**src/rtl/cpu_bus_port_pkg.sv**
```systemverilog
// Shared definitions for the CPU bus port: FSM state encoding, read/write
// constants and active-low bus signal levels.
package cpu_bus_port_pkg;

  // Bus-port FSM states, 2-bit encoding
  typedef enum logic [1:0] {
    IDLE   = 2'd0,
    REQ    = 2'd1,
    ACCESS = 2'd2,
    HOLD   = 2'd3
  } bus_state_t;

  // Access direction as carried on req_rw / bus_rw / spm_rw
  localparam logic RW_READ  = 1'b1;
  localparam logic RW_WRITE = 1'b0;

  // Levels of the active-low strobes, request and handshake lines
  localparam logic SIG_ASSERT = 1'b0;
  localparam logic SIG_NEGATE = 1'b1;

endpackage

```
**src/rtl/cpu_bus_port_tmo.sv**
```systemverilog
// Bus-wait timeout counter for the CPU bus port.
// Present only when CPU_BUS_TIMEOUT_EN is defined; otherwise this file is empty.
`ifdef CPU_BUS_TIMEOUT_EN
module cpu_bus_tmo #(
  parameter int TMO_CYC = 255
) (
  input  logic clk,
  input  logic reset,
  input  logic clear,
  input  logic enable,
  output logic expired
);

  localparam int CNT_W = $clog2(TMO_CYC + 1);
  localparam logic [CNT_W-1:0] LIMIT = CNT_W'(TMO_CYC);

  logic [CNT_W-1:0] count;

  // Count enabled wait cycles from zero, saturating at the limit
  always_ff @(posedge clk) begin
    if (reset || clear) begin
      count <= '0;
    end else if (enable && (count != LIMIT)) begin
      count <= count + 1'b1;
    end
  end

  assign expired = (count == LIMIT);

endmodule
`endif

```
**src/rtl/cpu_bus_port.sv**
```systemverilog
// CPU pipeline-stage memory port: scratch-pad hits are served combinationally,
// everything else goes through a request/grant/ready bus handshake.
// Optional feature: define CPU_BUS_TIMEOUT_EN to abort bus waits after TMO_CYC
// cycles with a one-cycle err pulse; without it err is tied low.
module cpu_bus_port #(
  parameter int                ADDR_W  = 30,
  parameter int                DATA_W  = 32,
  parameter int                TAG_W   = 3,
  parameter logic [TAG_W-1:0]  SPM_TAG = 3'b001,
  parameter int                TMO_CYC = 255
) (
  input  logic              clk,
  input  logic              reset,
  input  logic              stall,
  input  logic              flush,
  input  logic [ADDR_W-1:0] req_addr,
  input  logic              req_as_,
  input  logic              req_rw,
  input  logic [DATA_W-1:0] req_wr_data,
  output logic [DATA_W-1:0] rd_data,
  output logic              busy,
  output logic              err,
  input  logic [DATA_W-1:0] spm_rd_data,
  output logic [ADDR_W-1:0] spm_addr,
  output logic              spm_as_,
  output logic              spm_rw,
  output logic [DATA_W-1:0] spm_wr_data,
  input  logic [DATA_W-1:0] bus_rd_data,
  input  logic              bus_rdy_,
  input  logic              bus_grnt_,
  output logic              bus_req_,
  output logic [ADDR_W-1:0] bus_addr,
  output logic              bus_as_,
  output logic              bus_rw,
  output logic [DATA_W-1:0] bus_wr_data
);

  import cpu_bus_port_pkg::*;

  bus_state_t        state;
  logic [ADDR_W-1:0] addr_q;
  logic              rw_q;
  logic [DATA_W-1:0] wr_data_q;
  logic [DATA_W-1:0] rd_buf;
  logic              discard_q;

  logic new_req;
  logic spm_hit;
  logic timeout;
  logic done;
  logic drop;

  assign new_req = !reset && (req_as_ == SIG_ASSERT) && !flush;
  assign spm_hit = (req_addr[ADDR_W-1 -: TAG_W] == SPM_TAG);

`ifdef CPU_BUS_TIMEOUT_EN
  logic expired;

  cpu_bus_tmo #(
    .TMO_CYC (TMO_CYC)
  ) u_tmo (
    .clk     (clk),
    .reset   (reset),
    .clear   (state != ACCESS),
    .enable  (bus_rdy_ == SIG_NEGATE),
    .expired (expired)
  );

  assign timeout = (state == ACCESS) && (bus_rdy_ == SIG_NEGATE) && expired;
`else
  logic unused_tmo;

  assign unused_tmo = (TMO_CYC == 0);
  assign timeout    = 1'b0;
`endif

  assign done = (state == ACCESS) && ((bus_rdy_ == SIG_ASSERT) || timeout);
  assign drop = discard_q || flush;

  // Scratch-pad side simply follows the stage request
  assign spm_addr    = req_addr;
  assign spm_rw      = req_rw;
  assign spm_wr_data = req_wr_data;

  // Bus address/data carry the latched request only while a transfer is live
  assign bus_addr    = (state != IDLE) ? addr_q    : '0;
  assign bus_rw      = (state != IDLE) ? rw_q      : RW_WRITE;
  assign bus_wr_data = (state != IDLE) ? wr_data_q : '0;

  // FSM state, latched request, read buffer and flush-discard flag
  always_ff @(posedge clk) begin
    if (reset) begin
      state     <= IDLE;
      addr_q    <= '0;
      rw_q      <= RW_WRITE;
      wr_data_q <= '0;
      rd_buf    <= '0;
      discard_q <= 1'b0;
    end else begin
      case (state)
        IDLE: begin
          if (new_req && !spm_hit) begin
            addr_q    <= req_addr;
            rw_q      <= req_rw;
            wr_data_q <= req_wr_data;
            discard_q <= 1'b0;
            state     <= REQ;
          end
        end
        REQ: begin
          if (flush) begin
            state <= IDLE;
          end else if (bus_grnt_ == SIG_ASSERT) begin
            state <= ACCESS;
          end
        end
        ACCESS: begin
          if (flush) begin
            discard_q <= 1'b1;
          end
          if (done) begin
            rd_buf    <= timeout ? '0 : bus_rd_data;
            discard_q <= 1'b0;
            state     <= (!drop && stall) ? HOLD : IDLE;
          end
        end
        HOLD: begin
          if (!stall) begin
            state <= IDLE;
          end
        end
        default: state <= IDLE;
      endcase
    end
  end

  // Handshake strobes, busy/err and read data decoded from state and inputs
  always_comb begin
    bus_req_ = SIG_NEGATE;
    bus_as_  = SIG_NEGATE;
    spm_as_  = SIG_NEGATE;
    busy     = 1'b0;
    err      = 1'b0;
    rd_data  = '0;
    case (state)
      IDLE: begin
        if (new_req) begin
          if (spm_hit) begin
            spm_as_ = SIG_ASSERT;
            if (req_rw == RW_READ) begin
              rd_data = spm_rd_data;
            end
          end else begin
            bus_req_ = SIG_ASSERT;
            busy     = 1'b1;
          end
        end
      end
      REQ: begin
        bus_req_ = SIG_ASSERT;
        busy     = 1'b1;
        if (!flush && (bus_grnt_ == SIG_ASSERT)) begin
          bus_as_ = SIG_ASSERT;
        end
      end
      ACCESS: begin
        bus_req_ = SIG_ASSERT;
        busy     = !done;
        err      = timeout;
        if (done && !drop && !timeout && (rw_q == RW_READ)) begin
          rd_data = bus_rd_data;
        end
      end
      HOLD: begin
        if (rw_q == RW_READ) begin
          rd_data = rd_buf;
        end
      end
      default: begin
      end
    endcase
  end

endmodule

```
**config.mk**
```make
export PLATFORM = sky130hd
export DESIGN_NAME = cpu_bus_port
export DESIGN_NICKNAME = d
export VERILOG_FILES = /design/src/rtl/cpu_bus_port_pkg.sv /design/src/rtl/cpu_bus_port_tmo.sv /design/src/rtl/cpu_bus_port.sv
export SDC_FILE = /design/constraint.sdc
export NUM_CORES = 1
export LEC_CHECK = 0
export CORE_MARGIN = 3
export CORE_UTILIZATION = 35
export DETAILED_ROUTE_END_ITERATION = 8
export PLACE_DENSITY = 0.73
export SYNTH_ARGS = -nofsm -noshare
export SYNTH_HDL_FRONTEND = slang
export SYNTH_SLANG_ARGS = --single-unit
```
**constraint.sdc**
```tcl
create_clock -name clk -period 3.2 [get_ports clk]
set_input_delay 0.96 -clock clk [delete_from_list [all_inputs] [get_ports clk]]
set_output_delay 0.96 -clock clk [all_outputs]
set_load 0.03 [all_outputs]
```
# Word level (Yosys, flattened, before mapping)
# Cells that the tools add are included.
[op_classes] n_eq_ne=9 mux=30 bitwise=3 n_reduce_logical=22
[op_table] op="$mux W32" count=6
[op_table] op="$pmux W32 S3" count=1
[op_table] op="$mux W30" count=1
[op_table] op="$mux W1" count=12
[op_table] op="$mux W2" count=6
[op_table] op="$logic_and A1 B1 Y1" count=8
[op_table] op="$pmux W2 S4" count=1
[op_table] op="$ne A2 B2 Y1 const B" count=3
[op_table] op="$ne A3 B3 Y1 const B" count=2
[op_table] op="$logic_not A1 Y1" count=5
[op_table] op="$eq A2 B2 Y1 const B" count=2
[op_table] op="$pmux W1 S2" count=2
[op_table] op="$reduce_and A2 Y1" count=2
[op_table] op="$reduce_and A4 Y1" count=1
[op_table] op="$reduce_bool A2 Y1" count=2
[op_table] op="$eq A3 B1 Y1 const B" count=1
[op_table] op="$not A1 Y1" count=3
[op_table] op="$pmux W1 S3" count=1
[op_table] op="$reduce_and A3 Y1" count=1
[op_table] op="$eq A2 B1 Y1 const B" count=1
[op_table] op="$logic_not A2 Y1" count=1
[op_table] op="$reduce_or A2 Y1" count=1
[op_table] op="$logic_or A1 B1 Y1" count=1
[word_totals] register_bits=98 in_bits=134 output_inout_bits=163 word_cells=70

# Logic depth before layout (Yosys ltp)
# Gate-level depths: netlist of run 1.
[depth] ltp_word=6 ltp_mapped=7 ltp_nobuf=5

# Least setup slack after synthesis of run 1
# No wires, ideal clock.
[synth_path] path_type="in2out" start="input port reset" end="output port rd_data[14]" arrival_ps=2464 required_ps=2240 setup_slack_ps=-224 cell_stages=6 n_path_buf=3 path_cell_list="clkbuf_1 -> nor4b_4 -> buf_2 -> buf_4 -> nand3_1 -> a21oi_1"
[synth_via] elab_chain_cells=5
[synth_rtl] element="from (decl)" line="cpu_bus_port.sv:13" rtl="input logic reset,"
[synth_rtl] element="$logic_not A1 Y1" line="cpu_bus_port.sv:53" rtl="assign new_req = !reset && (req_as_ == SIG_ASSERT) && !flush;"
[synth_rtl] element="$logic_and A1 B1 Y1 (2 in a row)" line="cpu_bus_port.sv:53"
[synth_rtl] element="$mux W32" line="cpu_bus_port.sv:147" rtl="if (new_req) begin"
[synth_rtl] element="$pmux W32 S3" line="cpu_bus_port.sv:145" rtl="case (state)"
[synth_rtl] element="to (decl)" line="cpu_bus_port.sv:20" rtl="output logic [DATA_W-1:0] rd_data,"
# Every way passes these cells.

# Final worst setup path of run 1
[layout_path] start="input port bus_rdy_" end="output port rd_data[3]"
[layout_via] elab_chain_cells=6
[layout_rtl] element="from (decl)" line="cpu_bus_port.sv:29" rtl="input logic bus_rdy_,"
[layout_rtl] element="$not A1 Y1" line="cpu_bus_port.sv:77" rtl="assign done = (state == ACCESS) && ((bus_rdy_ == SIG_ASSERT) || timeout);"
[layout_rtl] element="$logic_and A1 B1 Y1" line="cpu_bus_port.sv:77"
[layout_rtl] element="$logic_and A1 B1 Y1 (2 in a row)" line="cpu_bus_port.sv:170" rtl="if (done && !drop && !timeout && (rw_q == RW_READ)) begin"
[layout_rtl] element="$mux W32" line="cpu_bus_port.sv:170"
[layout_rtl] element="$pmux W32 S3" line="cpu_bus_port.sv:145"
# Every way passes these cells.

==> impl_metrics.env, run 1 <==
export IMPL_stdcell_area_um2=9720
export IMPL_routed_via_density=5.31
export IMPL_vdd_ir_drop_max_v=0.000297
export IMPL_required_ns=2.24
export IMPL_setup_tns_ns=0
export IMPL_cts_sinks=98
export IMPL_synth_compound_area_share_pct=24.1
export IMPL_cts_hold_buffers=0
export IMPL_grt_ovfl_total=0
export IMPL_clock_skew_ns=0.00460
export IMPL_pre_cts_slack_ns=-0.380
export IMPL_synth_largest_area_cell="dfxtp_1"
export IMPL_ys_async_sr_fraction_pct=0
export IMPL_area_growth_pct=78.0
export IMPL_hold_path_class="flip-flop to flip-flop"
export IMPL_vias=6195
export IMPL_grt_pass1_wl_mm=31.4
export IMPL_drv_cap=0
export IMPL_post_route_period_util_pct=99.7
export IMPL_slowest_stage="dlygate4sd2_1"
export IMPL_synth_xor_area_share_pct=0
export IMPL_fillers=1282
export IMPL_htreeDepth=3
export IMPL_path_cells="dlygate4sd2_1 -> nor2b_4 -> buf_12 -> a32oi_1 -> a21oi_4 -> buf_6"
export IMPL_grt_pass1_vias=5691
export IMPL_postSynthCellCount=726
export IMPL_fin_nets=1090
export IMPL_leakagePower_nw=3.54
export IMPL_drtIter0Drc=418
export IMPL_multi_input_area_um2=3530
export IMPL_rows=45
export IMPL_syn_area_um2=5460
export IMPL_antenna_found_initial=2
export IMPL_regArea_um2=1960
export IMPL_place_congestion=0.787
export IMPL_status="completed"
export IMPL_synth_warnings=0
export IMPL_postLayoutSetupSlackWorst_ns=0.00872
export IMPL_critPathKind="input pin to primary output"
export IMPL_synth_top_family_by_area="compound AO/OA/AOI/OAI gates"
export IMPL_intPower_mw=2.21
export IMPL_synth_most_common_cell="a21oi_1"
export IMPL_switching_power_mw=1.09
export IMPL_worstMarginPinSlew_ns=1.10
export IMPL_yosysSeqAreaShare_pct=35.9
export IMPL_power_density_nw_per_um2=339
export IMPL_drv_slew=0
export IMPL_post_dp_hpwl_mm=13.4
export IMPL_slew_headroom_pct=26.5
export IMPL_die_height_um=131
export IMPL_final_layout_size_suffix_gt1_share_pct=21.8
export IMPL_dieArea_um2=17100
export IMPL_power_total_mw=3.30
export IMPL_swShare_pct=32.9
export IMPL_synth_top_area_share_pct=35.9
export IMPL_setup_violations=0
export IMPL_combinationalPowerShare_pct=31.2
export IMPL_wl_mm=22.0
export IMPL_fin_crit_ns=3.19
export IMPL_grt_max_degree=100
export IMPL_wl_per_cell_um=18.8
export IMPL_synth_adder_area_share_pct=1.37
export IMPL_synth_mux_area_share_pct=0
export IMPL_yosysUniqueCellTypes=34
export IMPL_seq_power_share_pct=38.9
export IMPL_num_io_pins=297
export IMPL_clock_root_buffer="clkbuf_16"
export IMPL_start_util_pct=35.8
export IMPL_cts_tree="built"
export IMPL_arrival_ns=2.23
export IMPL_finalHoldViolCount=0
export IMPL_ys_ff_latch=98
export IMPL_synth_commonest_cells="128 x a21oi_1, 98 x dfxtp_1, 94 x nand3_1"
export IMPL_firstDrtPassIters=5
export IMPL_port_buffers=295
export IMPL_dpl_cell_area_um2=8600
export IMPL_cts_path_max_buffers=2
export IMPL_worstSkewPairLatency_ns=0.35
export IMPL_drc=0
export IMPL_drtAntennaViolNets=0
export IMPL_avgSynthCellArea_um2=7.53
export IMPL_synthFlopType="dfxtp_1"
export IMPL_cts_clk_slew_worst_paths_ns=0.07
export IMPL_cp_end_kind="primary output"
export IMPL_rsz0062_at_grt="yes"
export IMPL_core_area_um2=15300
export IMPL_pwr_share_clk_pct=29.9
export IMPL_synth_edf_count=0
export IMPL_fmax_ghz=0.313
export IMPL_die_w_um=131
export IMPL_yosys_area_share_simple_pct=23.5
export IMPL_worstSetupStartpointType="input pin"
export IMPL_slowest_delay_ns=0.27
export IMPL_syn_num_nets=866
export IMPL_synth_area_leaders="dfxtp_1 36%, a21oi_1 12%, buf_4 9.1%"
export IMPL_grt_total_usage_pct=23.3
export IMPL_final_util_pct=63.7
export IMPL_cp_max_fo=13
export IMPL_cts_buffers=9
[sequential cells by signal (all words and copies together), names as in the netlist]
signal and count:
addr_q 30, rd_buf 32, wr_data_q 32, discard_q 1, rw_q 1, state 2
[per-stage QoR]
stage	std cells	hold WS [ns]
2_1_floorplan	726	0.436
3_3_place_gp	1133	0.441
3_5_place_dp	1133	0.447
4_1_cts	1165	0.458
5_1_grt	1167	0.485
6_report	1167	0.457
[logic make-up after synthesis]
logic type / count (synthesis)
buffers and inverters: 141
other: 1
flip-flops: 98
AND/OR/NAND/NOR: 245
adder cells (fa/ha/maj): 6
AO/OA/AOI/OAI: 235
[layout make-up]
class,count,share of cell area (%)
well taps,211,2.71
inverters,3,0.116
clock buffers,10,2.35
diodes,2,0.0515
flip-flops and latches,98,20.2
clock inverters,5,0.335
multi-input cells,487,36.3
repair buffers,351,38.0
[layout by cell type, fill, tap and decap left out, drive strengths merged, types with 2 or more instances in the layout]
master	count
a21oi	128
a22oi	2
a31oi	2
a32oi	32
and2	2
buf	97
clkbuf	14
clkdlybuf4s50	202
clkinv	2
clkinvlp	3
dfxtp	98
diode	2
dlygate4sd2	34
dlymetal6s2s	13
ha	6
inv	3
nand2	68
nand2b	2
nand3	94
nor2	2
nor2b	65
nor3b	2
nor4bb	3
o211ai	3
o21ai	66
[worst paths after layout]
path | from | to | slack, ns | depth (start not counted)
setup / recovery | bus_rdy_ | rd_data[3] | 0.009 | 6
hold / removal | rd_buf[11] | rd_buf[11] | 0.46 | 2
setup reg to reg | state[1] | wr_data_q[22] | 0.79 | 7
hold reg to reg | rd_buf[11] | rd_buf[11] | 0.46 | 2
[critical path: cells and delay by family]
family                 cells  cell delay (ns)
buffers and inverters      3             0.62
AOI/OAI and AO/OA          2             0.37
and+or+nand+nor            1             0.26
[power groups by stage]
stage / registers [mW] / clock network (mW) / logic (mW)
floorplan: 1.30 / 0 / 0.558
global placement: 1.31 / 0 / 0.961
detailed placement: 1.31 / 0 / 0.961
CTS: 1.28 / 1.01 / 1.01
global route: 1.29 / 1.06 / 1.09
finish: 1.28 / 0.986 / 1.03
[per-layer routing]
| metal | up-vias | track usage, % | routed length (µm) |
|---|---|---|---|
| met5 | - | 0 | 0 |
| met2 | 253 | 37.6 | 10900 |
| met4 | 0 | 9.68 | 695 |
| met3 | 54 | 5.45 | 1430 |
| met1 | 2936 | 29.9 | 8920 |
| li1 | 2952 | - | - |
[what timing repair did]
action                     4_1_cts  5_1_grt
pin swaps                       15       11
gates cloned                     9        2
setup endpoints to repair       67       64
gates resized for setup        137       50
buffers inserted                 9        1
Power figures use the tool's default switching activity.
==> inputs of run 2 (changes only) <==
--- a/config.mk
+++ b/config.mk
@@ -6,9 +6,8 @@
 export NUM_CORES = 1
 export LEC_CHECK = 0
 export CORE_MARGIN = 3
-export CORE_UTILIZATION = 35
+export CORE_UTILIZATION = 29
 export DETAILED_ROUTE_END_ITERATION = 8
-export PLACE_DENSITY = 0.73
 export SYNTH_ARGS = -nofsm -noshare
 export SYNTH_HDL_FRONTEND = slang
 export SYNTH_SLANG_ARGS = --single-unit
==> impl_metrics.env, run 2 (same netlist as run 1, synthesis figures left out) <==
export IMPL_cp_end_kind="primary output"
export IMPL_die_w_um=143
export IMPL_clock_skew_ns=0.0131
export IMPL_drv_slew=0
export IMPL_grt_pass1_wl_mm=32.3
export IMPL_fmax_ghz=0.316
export IMPL_wl_per_cell_um=18.1
export IMPL_htreeDepth=3
export IMPL_grt_ovfl_total=0
export IMPL_fin_nets=1094
export IMPL_clock_root_buffer="clkbuf_16"
export IMPL_regArea_um2=1960
export IMPL_power_total_mw=3.51
export IMPL_holdWs_ns=0.455
export IMPL_drtIter0Drc=309
export IMPL_largestRegisters="rd_buf: 32 flops, wr_data_q: 32 flops, addr_q: 30 flops"
export IMPL_fin_crit_ns=3.17
export IMPL_placed_cells=1152
export IMPL_postLayoutSetupSlackWorst_ns=0.0323
export IMPL_post_dp_hpwl_mm=13.7
export IMPL_cts_clk_slew_worst_paths_ns=0.07
export IMPL_setup_violations=0
export IMPL_drtAntennaViolNets=0
export IMPL_slew_headroom_pct=24.3
export IMPL_grt_pass1_vias=5828
export IMPL_core_area_um2=18200
export IMPL_required_ns=2.24
export IMPL_antenna_found_initial=1
export IMPL_cts_hold_buffers=0
export IMPL_leakagePower_nw=3.31
export IMPL_drv_cap=0
export IMPL_final_layout_size_suffix_gt1_share_pct=22.2
export IMPL_critPathKind="input pin to primary output"
export IMPL_routed_via_density=5.06
export IMPL_rsz0062_at_grt="yes"
export IMPL_port_buffers=295
export IMPL_dpl_cell_area_um2=8610
export IMPL_area_growth_pct=77.1
export IMPL_pre_cts_slack_ns=-0.367
export IMPL_grt_total_usage_pct=19.8
export IMPL_setup_tns_ns=0
export IMPL_fillers=1692
export IMPL_layout_common_cells="238 x clkdlybuf4s50_1, 96 x dfxtp_1, 95 x a21oi_1, 68 x nand2_1, 65 x nand3_1"
export IMPL_worstSkewPairLatency_ns=0.35
export IMPL_worstSetupStartpointType="input pin"
export IMPL_die_height_um=143
export IMPL_cts_buffers=9
export IMPL_grt_max_degree=100
export IMPL_final_cells=1189
export IMPL_worstMarginPinSlew_ns=1.14
export IMPL_num_io_pins=297
export IMPL_power_density_nw_per_um2=362
export IMPL_drc=0
export IMPL_vdd_ir_drop_max_v=0.000248
export IMPL_stdcell_area_um2=9680
export IMPL_final_common_cell="clkdlybuf4s50_1"
export IMPL_finalHoldViolCount=0
export IMPL_status="completed"
export IMPL_cts_path_max_buffers=2
export IMPL_wl_mm=21.5
export IMPL_arrival_ns=2.21
export IMPL_vias=6018
export IMPL_dieArea_um2=20500
export IMPL_multi_input_area_um2=3410
export IMPL_cts_sinks=98
export IMPL_firstDrtPassIters=6
export IMPL_cts_tree="built"
export IMPL_final_util_pct=53.2
export IMPL_rows=49
export IMPL_hold_path_class="flip-flop to flip-flop"
export IMPL_place_congestion=0.757
export IMPL_start_util_pct=30.0
export IMPL_cp_max_fo=7
export IMPL_post_route_period_util_pct=99.0
==> run 2: cell count changes in the layout (fill, tap and decap cells not counted), sizes merged, moves of 2 or more <==
cell | previous run | this run
clkdlybuf4s50 | 202 | 238
dlygate4sd2 | 34 | 2
bufbuf | 0 | 2
buf | 97 | 106
clkbuf | 14 | 11
bufinv | 0 | 2
dlymetal6s2s | 13 | 6
==> run 2: final timing paths <==
| path | from | to | slack (ns) | depth (start not counted) |
|---|---|---|---|---|
| worst max-delay path | bus_rdy_ | rd_data[15] | 0.03 | 6 |
| worst min-delay path | rd_buf[26] | rd_buf[26] | 0.45 | 2 |
| worst max register to register | state[0] | wr_data_q[21] | 0.95 | 8 |
| worst min register to register | rd_buf[26] | rd_buf[26] | 0.45 | 2 |
==> run 2: timing repair <==
item | CTS | global route
pin swaps | 6 | 8
resized for setup | 115 | 22
cloned | 8 | 1
buffers inserted | 14 | 3
setup endpoints to repair | 73 | 69
==> run 2: report_power, final <==
group | switching, mW | total [mW] | internal [mW]
Clock | 0.494 | 1.18 | 0.688
Combinational | 0.589 | 1.04 | 0.451
Sequential | 0.0233 | 1.28 | 1.26
Total | 1.11 | 3.51 | 2.40
==> run 2: critical path: stages <==
cell           delay (ns)
dlygate4sd2_1        0.27
nor2b_4              0.19
bufbuf_16            0.30
a32oi_1              0.15
a21oi_4              0.18
buf_6                0.15
==> run 2: area by class of cell <==
type | count | area share [%]
well taps | 229 | 2.96
repair buffers | 355 | 38.1
flip-flops and latches | 98 | 20.3
clock inverters | 6 | 0.918
clock buffers | 10 | 2.37
diodes | 1 | 0.0259
inverters | 3 | 0.142
multi-input cells | 487 | 35.2
==> run 2: per-layer routing <==
metal  up-vias  GRT usage (%)  part of all wire, %
met1      2825           25.8                   43
li1       2960              -                    -
met5         -              0                    0
met4         0           7.09                  2.4
met3        32           3.55                  5.3
met2       201           32.8                   49
==> inputs of run 3 (changes only) <==
--- a/config.mk
+++ b/config.mk
@@ -8,6 +8,8 @@
 export CORE_MARGIN = 3
 export CORE_UTILIZATION = 29
 export DETAILED_ROUTE_END_ITERATION = 8
+export MAX_ROUTING_LAYER = met4
+export PLACE_DENSITY = 0.62
 export SYNTH_ARGS = -nofsm -noshare
 export SYNTH_HDL_FRONTEND = slang
 export SYNTH_SLANG_ARGS = --single-unit
==> impl_metrics.env, run 3 (same netlist as run 1, synthesis figures left out) <==
export IMPL_cp_max_fo=8
export IMPL_crit_buf_inv=5
export IMPL_fin_crit_ns=3.16
export IMPL_area_growth_pct=82.1
export IMPL_power_total_mw=3.47
export IMPL_drtAntennaViolNets=0
export IMPL_rsz0062_at_grt="yes"
export IMPL_place_congestion=0.742
export IMPL_grt_pass1_wl_mm=32.2
export IMPL_routed_via_density=5.00
export IMPL_start_util_pct=30.0
export IMPL_layout_common_cells="244 x clkdlybuf4s50_1, 96 x dfxtp_1, 95 x a21oi_1, 67 x nand2_1, 64 x nor2b_1"
export IMPL_worstMarginPinSlew_ns=1.14
export IMPL_worstSkewPairLatency_ns=0.34
export IMPL_final_layout_size_suffix_gt1_share_pct=23.4
export IMPL_dieArea_um2=20500
export IMPL_cts_buffers=9
export IMPL_critPathKind="input pin to primary output"
export IMPL_rows=49
export IMPL_worst_path_most_repeated_cell="buf_6"
export IMPL_port_buffers=295
export IMPL_clock_skew_ns=0.00550
export IMPL_post_dp_hpwl_mm=13.9
export IMPL_final_common_cell="clkdlybuf4s50_1"
export IMPL_cts_tree="built"
export IMPL_grt_total_usage_pct=20.3
export IMPL_setup_violations=0
export IMPL_fin_nets=1113
export IMPL_grt_max_degree=100
export IMPL_drc=0
export IMPL_fmax_ghz=0.316
export IMPL_leakagePower_nw=3.28
export IMPL_drv_slew=0
export IMPL_cp_end_kind="primary output"
export IMPL_cts_path_max_buffers=2
export IMPL_largestRegisters="rd_buf: 32 flops, wr_data_q: 32 flops, addr_q: 30 flops"
export IMPL_hold_path_class="flip-flop to flip-flop"
export IMPL_firstDrtPassIters=5
export IMPL_vdd_ir_drop_max_v=0.000317
export IMPL_num_io_pins=297
export IMPL_setup_tns_ns=0
export IMPL_grt_ovfl_total=0
export IMPL_wl_mm=21.6
export IMPL_antenna_found_initial=0
export IMPL_vias=6037
export IMPL_path_cells="buf_8 -> nor4bb_4 -> buf_6 -> buf_12 -> buf_16 -> nand3_4 -> a21oi_4 -> buf_6"
export IMPL_drtIter0Drc=344
export IMPL_core_area_um2=18200
export IMPL_cts_clk_slew_worst_paths_ns=0.07
export IMPL_slew_headroom_pct=23.8
export IMPL_worstSetupStartpointType="input pin"
export IMPL_drv_cap=0
export IMPL_required_ns=2.24
export IMPL_power_density_nw_per_um2=349
export IMPL_holdWs_ns=0.455
export IMPL_grt_pass1_vias=5826
export IMPL_finalHoldViolCount=0
export IMPL_status="completed"
export IMPL_crit_family="buffers and inverters"
export IMPL_cts_sinks=98
export IMPL_arrival_ns=2.20
export IMPL_final_util_pct=54.6
export IMPL_clock_root_buffer="clkbuf_16"
export IMPL_die_w_um=143
export IMPL_post_route_period_util_pct=98.9
export IMPL_wl_per_cell_um=17.9
export IMPL_htreeDepth=3
export IMPL_slowest_stage="nor4bb_4"
export IMPL_die_height_um=143
export IMPL_slowest_delay_ns=0.28
==> run 3: metal layers <==
layer	routed length (µm)	part of all wire (%)	track usage [%]
met1	9350	43	25.5
met2	10900	51	33.9
met3	958	4.4	3.28
met4	354	1.6	5.55
met5	0	0	-
==> run 3: area by class of cell <==
cell class	instances	area, µm²
diodes	1	2.50
clock buffers	11	243
clock inverters	4	52.6
fillers	1695	8260
inverters	3	16.3
multi-input cells	487	3390
flip-flops and latches	98	1970
well taps	229	287
repair buffers	374	3990
==> run 3: path summary, 6_finish.rpt <==
check / start / slack (ns) / end / cells past startpoint
setup reg to reg: state[0] / 0.95 / addr_q[11] / 7
hold reg to reg: rd_buf[22] / 0.45 / rd_buf[22] / 2
setup / recovery: req_addr[29] / 0.04 / rd_data[31] / 8
hold / removal: rd_buf[22] / 0.45 / rd_buf[22] / 2
==> run 3: power breakdown <==
part | internal, mW | switching [mW]
sequential | 1.26 | 0.0239
clock | 0.624 | 0.478
combinational | 0.487 | 0.597
total | 2.37 | 1.10
==> run 3: repair_timing <==
item | 4_1_cts | 5_1_grt
gates resized for setup | 107 | 32
setup buffers | 10 | 1
pin swaps | 7 | 12
hold buffers | 0 | 0
setup endpoints to repair | 87 | 38
cloned | 8 | 3
==> run 3: worst register-to-register path, cell delays in order (launching register included) <==
cell and delay [ns]:
dfxtp_4 0.38, inv_4 0.09, ha_4 0.17, bufbuf_16 0.27, or4b_2 0.65, buf_12 0.22, o21ai_0 0.21, a21oi_1 0.09
==> run 3: metrics by stage <==
stage,worst slack [ns],cells,area [µm²]
2_1_floorplan,-0.0501,726,5840
3_3_place_gp,-0.328,1175,8830
3_5_place_dp,-0.370,1175,8830
4_1_cts,-0.0324,1208,9800
5_1_grt,-0.00516,1206,9950
6_report,0.0361,1207,9950
==> variant 1, RTL diff (config.mk and constraints of run 3) <==
Encoding of `bus_state_t`: now one-hot (4 bits for 4 states).
--- a/src/rtl/cpu_bus_port_pkg.sv
+++ b/src/rtl/cpu_bus_port_pkg.sv
@@ -5,7 +5,7 @@
   // Bus-port FSM states, 2-bit encoding
-  typedef enum logic [1:0] {
-    IDLE   = 2'd0,
-    REQ    = 2'd1,
-    ACCESS = 2'd2,
-    HOLD   = 2'd3
+  typedef enum logic [3:0] {
+    IDLE   = 4'b0001,
+    REQ    = 4'b0010,
+    ACCESS = 4'b0100,
+    HOLD   = 4'b1000
   } bus_state_t;
Function: no difference found for any inputs over 4 cycles, from zero or initial values and one cycle with reset high; so few cycles prove little.
==> variant 1 against run 3 <==
- sequential cell count up 2
- synthesized area down 5.6%
- setup slack better by 1.7 ps
- routed wire length down 20%
- total power down 14%
- largest cell class unchanged
- fmax about the same
- design area down 14%
- final cell count down 6.2%
==> variant 1: results (changes against run 3) <==
- Met1 GRT Util: 0.215 (-0.0397)
- Slew HR: 0.363 (+0.124)
- M2 GR Usage: 0.296 (-0.0426)
- Synth cell count leaders: nand2_1 (190), dfxtp_1 (100), a21oi_1 (97)
- Status: completed
- WL final: 17,300 um (-20%)
- Layout cell share with drive strength beyond 1: 0.158 (-0.0767)
- # diodes: 0 (-1)
- Seq/Total Area, Yosys: 0.388 (+0.0289)
- Clk_skew: 8.65 ps (+3.14 ps)
- Antenna violations before repair: 0 (unchanged)
- CP max stage cell: a221o_2
- Largest net degree at the start of global routing: 84 (-16%)
- RD Place Congestion: 0.759 (+2.2%)
- Filler instances: 1,715 (+1.2%)
- Synth area leaders: dfxtp_1 (39%), nand2_1 (14%), buf_4 (9.9%)
- Placed cell areas: 7920 um^2 (-10%)
- Worst vdd ir: 0.212 mV (-33%)
- Syn Nets: 808 (-6.7%)
- Setup WS pre-CTS: -393 ps (-23.1 ps)
- First-pass GRT wire length: 27,300 um (-15%)
- Syn avg cell area: 7.66 um^2 (+1.7%)
- Vias in the first global route: 5,121 (-12%)
- Starting DRT DRC Count: 226 (-34%)
- LEAKAGE: 0.00307 uW (-6.3%)
- Distinct cells, synth: 29 (-15%)
- CP max FO: 16 (+8)
- Net count, final: 1,037 (-6.8%)
- Met3 Resource Use GR: 0.0440 (+0.0112)
- Critical path's largest stage delay: 350 ps (+70 ps)
- Mean number of vias per cell: 4.58 (-8.5%)
- Placed cells: 1,108 (-5.7%)
variant 1: cell count changes after synthesis, moves of 32 or more:
cell     change
a221o_1     +32
and2_1      +32
o21ai_1     -36
nand2_1    +122
nand3_1     -93
a32oi_1     -32
variant 1: final timing paths:
path / startpoint / endpoint / slack [ps] / cells past startpoint
worst min-delay path: wr_data_q[12]$_SDFFE_PP0P_ / wr_data_q[12]$_SDFFE_PP0P_ / 450 / 2
worst max register to register: state[3]$_SDFFE_PP0P_ / addr_q[0]$_SDFFE_PP0P_ / 1110 / 7
worst max-delay path: flush / rd_data[16] / 40 / 7
worst min register to register: wr_data_q[12]$_SDFFE_PP0P_ / wr_data_q[12]$_SDFFE_PP0P_ / 450 / 2
variant 1: tightest hold or removal path: stages (launching register included):
cell     delay [ps]
dfxtp_1         300
nand2_1          50
a21oi_1          50
variant 1: cell families after synthesis:
kind of cell | after synthesis | synth area share
AND/OR/NAND/NOR | 320 | 0.299
flip-flops | 100 | 0.388
other | 1 | 0.000727
AO/OA/AOI/OAI | 138 | 0.169
buffers and inverters | 115 | 0.144
variant 1: metal layers:
layer,vias to the layer above,share of wire
met3,16,0.063
met2,197,0.49
li1,2627,-
met4,0,0.012
met5,-,0
met1,2339,0.44
variant 1: power by group:
group	internal [uW]	leakage [uW]	switching [uW]
clock network	667	0.000149	451
registers	1270	0.000810	11.4
logic	294	0.00211	283
variant 1: area by class of cell:
type | instances | share of cell area
repair buffers | 333 | 0.401
multi-input cells | 459 | 0.295
clock inverters | 1 | 0.00352
flip-flops and latches | 100 | 0.235
clock buffers | 14 | 0.0321
well taps | 225 | 0.0330
variant 1: metrics by stage:
step,setup TNS [ps],utilization
3_3_place_gp,-12630,0.456
2_1_floorplan,0,-
6_report,0,0.492
4_1_cts,-0.670,0.491
3_5_place_dp,-12700,0.456
5_1_grt,0,0.492
variant 1: timing repair:
action                     4_1_cts  5_1_grt
pin swaps                        7        7
setup endpoints to repair       93       33
buffers inserted                 5        1
gates resized for setup         72        9
cloned                           4        0
hold buffers                     0        0
==> variant 2, RTL diff (config.mk and constraints of run 3) <==
Made on the original files. Change the parameter `DATA_W` from 32 to 16.
--- a/src/rtl/cpu_bus_port.sv
+++ b/src/rtl/cpu_bus_port.sv
@@ -6,3 +6,3 @@
   parameter int                ADDR_W  = 30,
-  parameter int                DATA_W  = 32,
+  parameter int                DATA_W  = 16,
   parameter int                TAG_W   = 3,
Ports: changed (6 resized); port bits go from 297 to 201. No check against the original RTL was run, so the function may have changed too.
==> variant 2 against run 3 <==
- total power fell by 28%
- routed wire length fell by 40%
- clock skew barely moved
- sequential cell count fell by 32
- design area fell by 37%
- combinational power fell by 37%
- synthesized area fell by 30%
- highest routed layer unchanged
- setup slack improved by 20 ps
==> variant 2: results (changes against run 3) <==
- Wire per inst: 15.7 um (-12%)
- DRT antenna net count: 0 (unchanged)
- Syn Nets: 600 (-31%)
- Non-clk buf share: 0.384 (-0.0170)
- Slew @ Worst Pin: 809 ps (-334 ps)
- Layout cell share with drive strength beyond 1: 0.147 (-0.0872)
- CP max stage cell: nor4bb_4
- CP startpoint: req_addr[29]
- First-pass GRT wire length: 20,400 um (-36%)
- Filler instances: 1,278 (-25%)
- CLK BUF: 10 (-1)
- Largest net degree at the start of global routing: 69 (-31%)
- Clk tree area frac: 0.0457 (+0.0160)
- Vias: 4,069 (-33%)
- Bufs on Longest Clock Path: 2 (unchanged)
- Total track usage: 0.177 (-0.0258)
- Largest registers: addr_q: 30 flops, rd_buf: 16 flops, wr_data_q: 16 flops
- Non-clock buffers: 228 (-39%)
- Seq/Total Area, Yosys: 0.348 (-0.0113)
- Hpwl dp: 8540 um (-38%)
- Clock Latency Late Sink: 310 ps (-30 ps)
- Final setup fails: 0 (unchanged)
- Comb_multi_in: 340 (-30%)
- CP delay by family, top: buffers and inverters
- # diodes: 0 (-1)
- Synth cell count leaders: nand3_1 (77), dfxtp_1 (66), a21oi_1 (64)
- Seq Cell Count: 66 (-33%)
- Net count, final: 740 (-34%)
- Starting DRT DRC Count: 290 (-16%)
- # H-tree levels: 3 (unchanged)
- Multi-input gate area: 2010 um^2 (-41%)
- RR Endpoint: wr_data_q[14]$_SDFFE_PP0P_
- Status: completed
- Synth area leaders: dfxtp_1 (35%), nand3_1 (10%), buf_4 (9.7%)
- Worst vdd ir: 0.312 mV (-1.6%)
- RD Place Congestion: 0.803 (+8.2%)
- Setup Buffers After CTS: 4 (-6)
- Port-buffer cells: 199 (-33%)
- Distinct cells, synth: 35 (+2.9%)
- Vias in the first global route: 3,905 (-33%)
- Drt first pass iters: 4 (-1)
- Total CTS buffers: 9 (unchanged)
- Register share of the cell area: 0.212 (+0.0139)
- Clk_skew: 5.71 ps (+0.207 ps)
- LEAKAGE: 0.00268 uW (-18%)
- Cells on worst reg2reg path: 6 (-1)
- Arrival time worst endpoint: 2180 ps (-20 ps)
- Clk slew on worst S/H paths: 50 ps (-20 ps)
- Post-CTS sizing: 37 (-65%)
- Critical path's largest stage delay: 300 ps (+20 ps)
- Critical path endpoint: rd_data[14]
- Ys flop type: dfxtp_1
-- variant 2: metal layers --
layer,GRT usage,share of wire,vias to the layer above
met5,-,0,-
met4,0.0276,0.0065,0
met3,0.0426,0.054,7
met2,0.289,0.50,132
met1,0.229,0.44,1918
li1,-,-,2012
-- variant 2: stage by stage --
step	instances	hold WS, ps	setup slack (ps)	utilization	cell area [um^2]
6_report	824	454	56.6	0.491	6240
3_3_place_gp	802	444	-346	0.449	5720
3_5_place_dp	802	447	-352	0.449	5720
5_1_grt	824	474	-12.2	0.491	6240
2_1_floorplan	508	437	26.6	-	3870
4_1_cts	825	455	0.621	0.486	6180
-- variant 2: where the power goes --
part           internal [uW]  leakage (uW)  switching, uW  total (uW)
registers                853      0.000534           16.7         869
clock network            597      0.000138            346         943
logic                    305       0.00201            380         685
-- variant 2: worst min path at each step --
stage / slack (ps) / startpoint / depth (start not counted) / endpoint
global route: 470 / rd_buf[4]$_SDFFE_PP0P_ / 2 / rd_buf[4]$_SDFFE_PP0P_
floorplan: 440 / rd_buf[0]$_SDFFE_PP0P_ / 2 / rd_buf[0]$_SDFFE_PP0P_
finish: 450 / rd_buf[14]$_SDFFE_PP0P_ / 2 / rd_buf[14]$_SDFFE_PP0P_
detailed placement: 450 / rd_buf[10]$_SDFFE_PP0P_ / 2 / rd_buf[10]$_SDFFE_PP0P_
global placement: 440 / rd_buf[14]$_SDFFE_PP0P_ / 2 / rd_buf[14]$_SDFFE_PP0P_
CTS: 450 / rd_buf[10]$_SDFFE_PP0P_ / 2 / rd_buf[10]$_SDFFE_PP0P_
-- variant 2: logic make-up after synthesis --
logic type / share of synthesized area
AO/OA/AOI/OAI: 0.192
other: 0.000987
flip-flops: 0.348
buffers and inverters: 0.159
AND/OR/NAND/NOR: 0.281
adder cells (fa/ha/maj): 0.0198
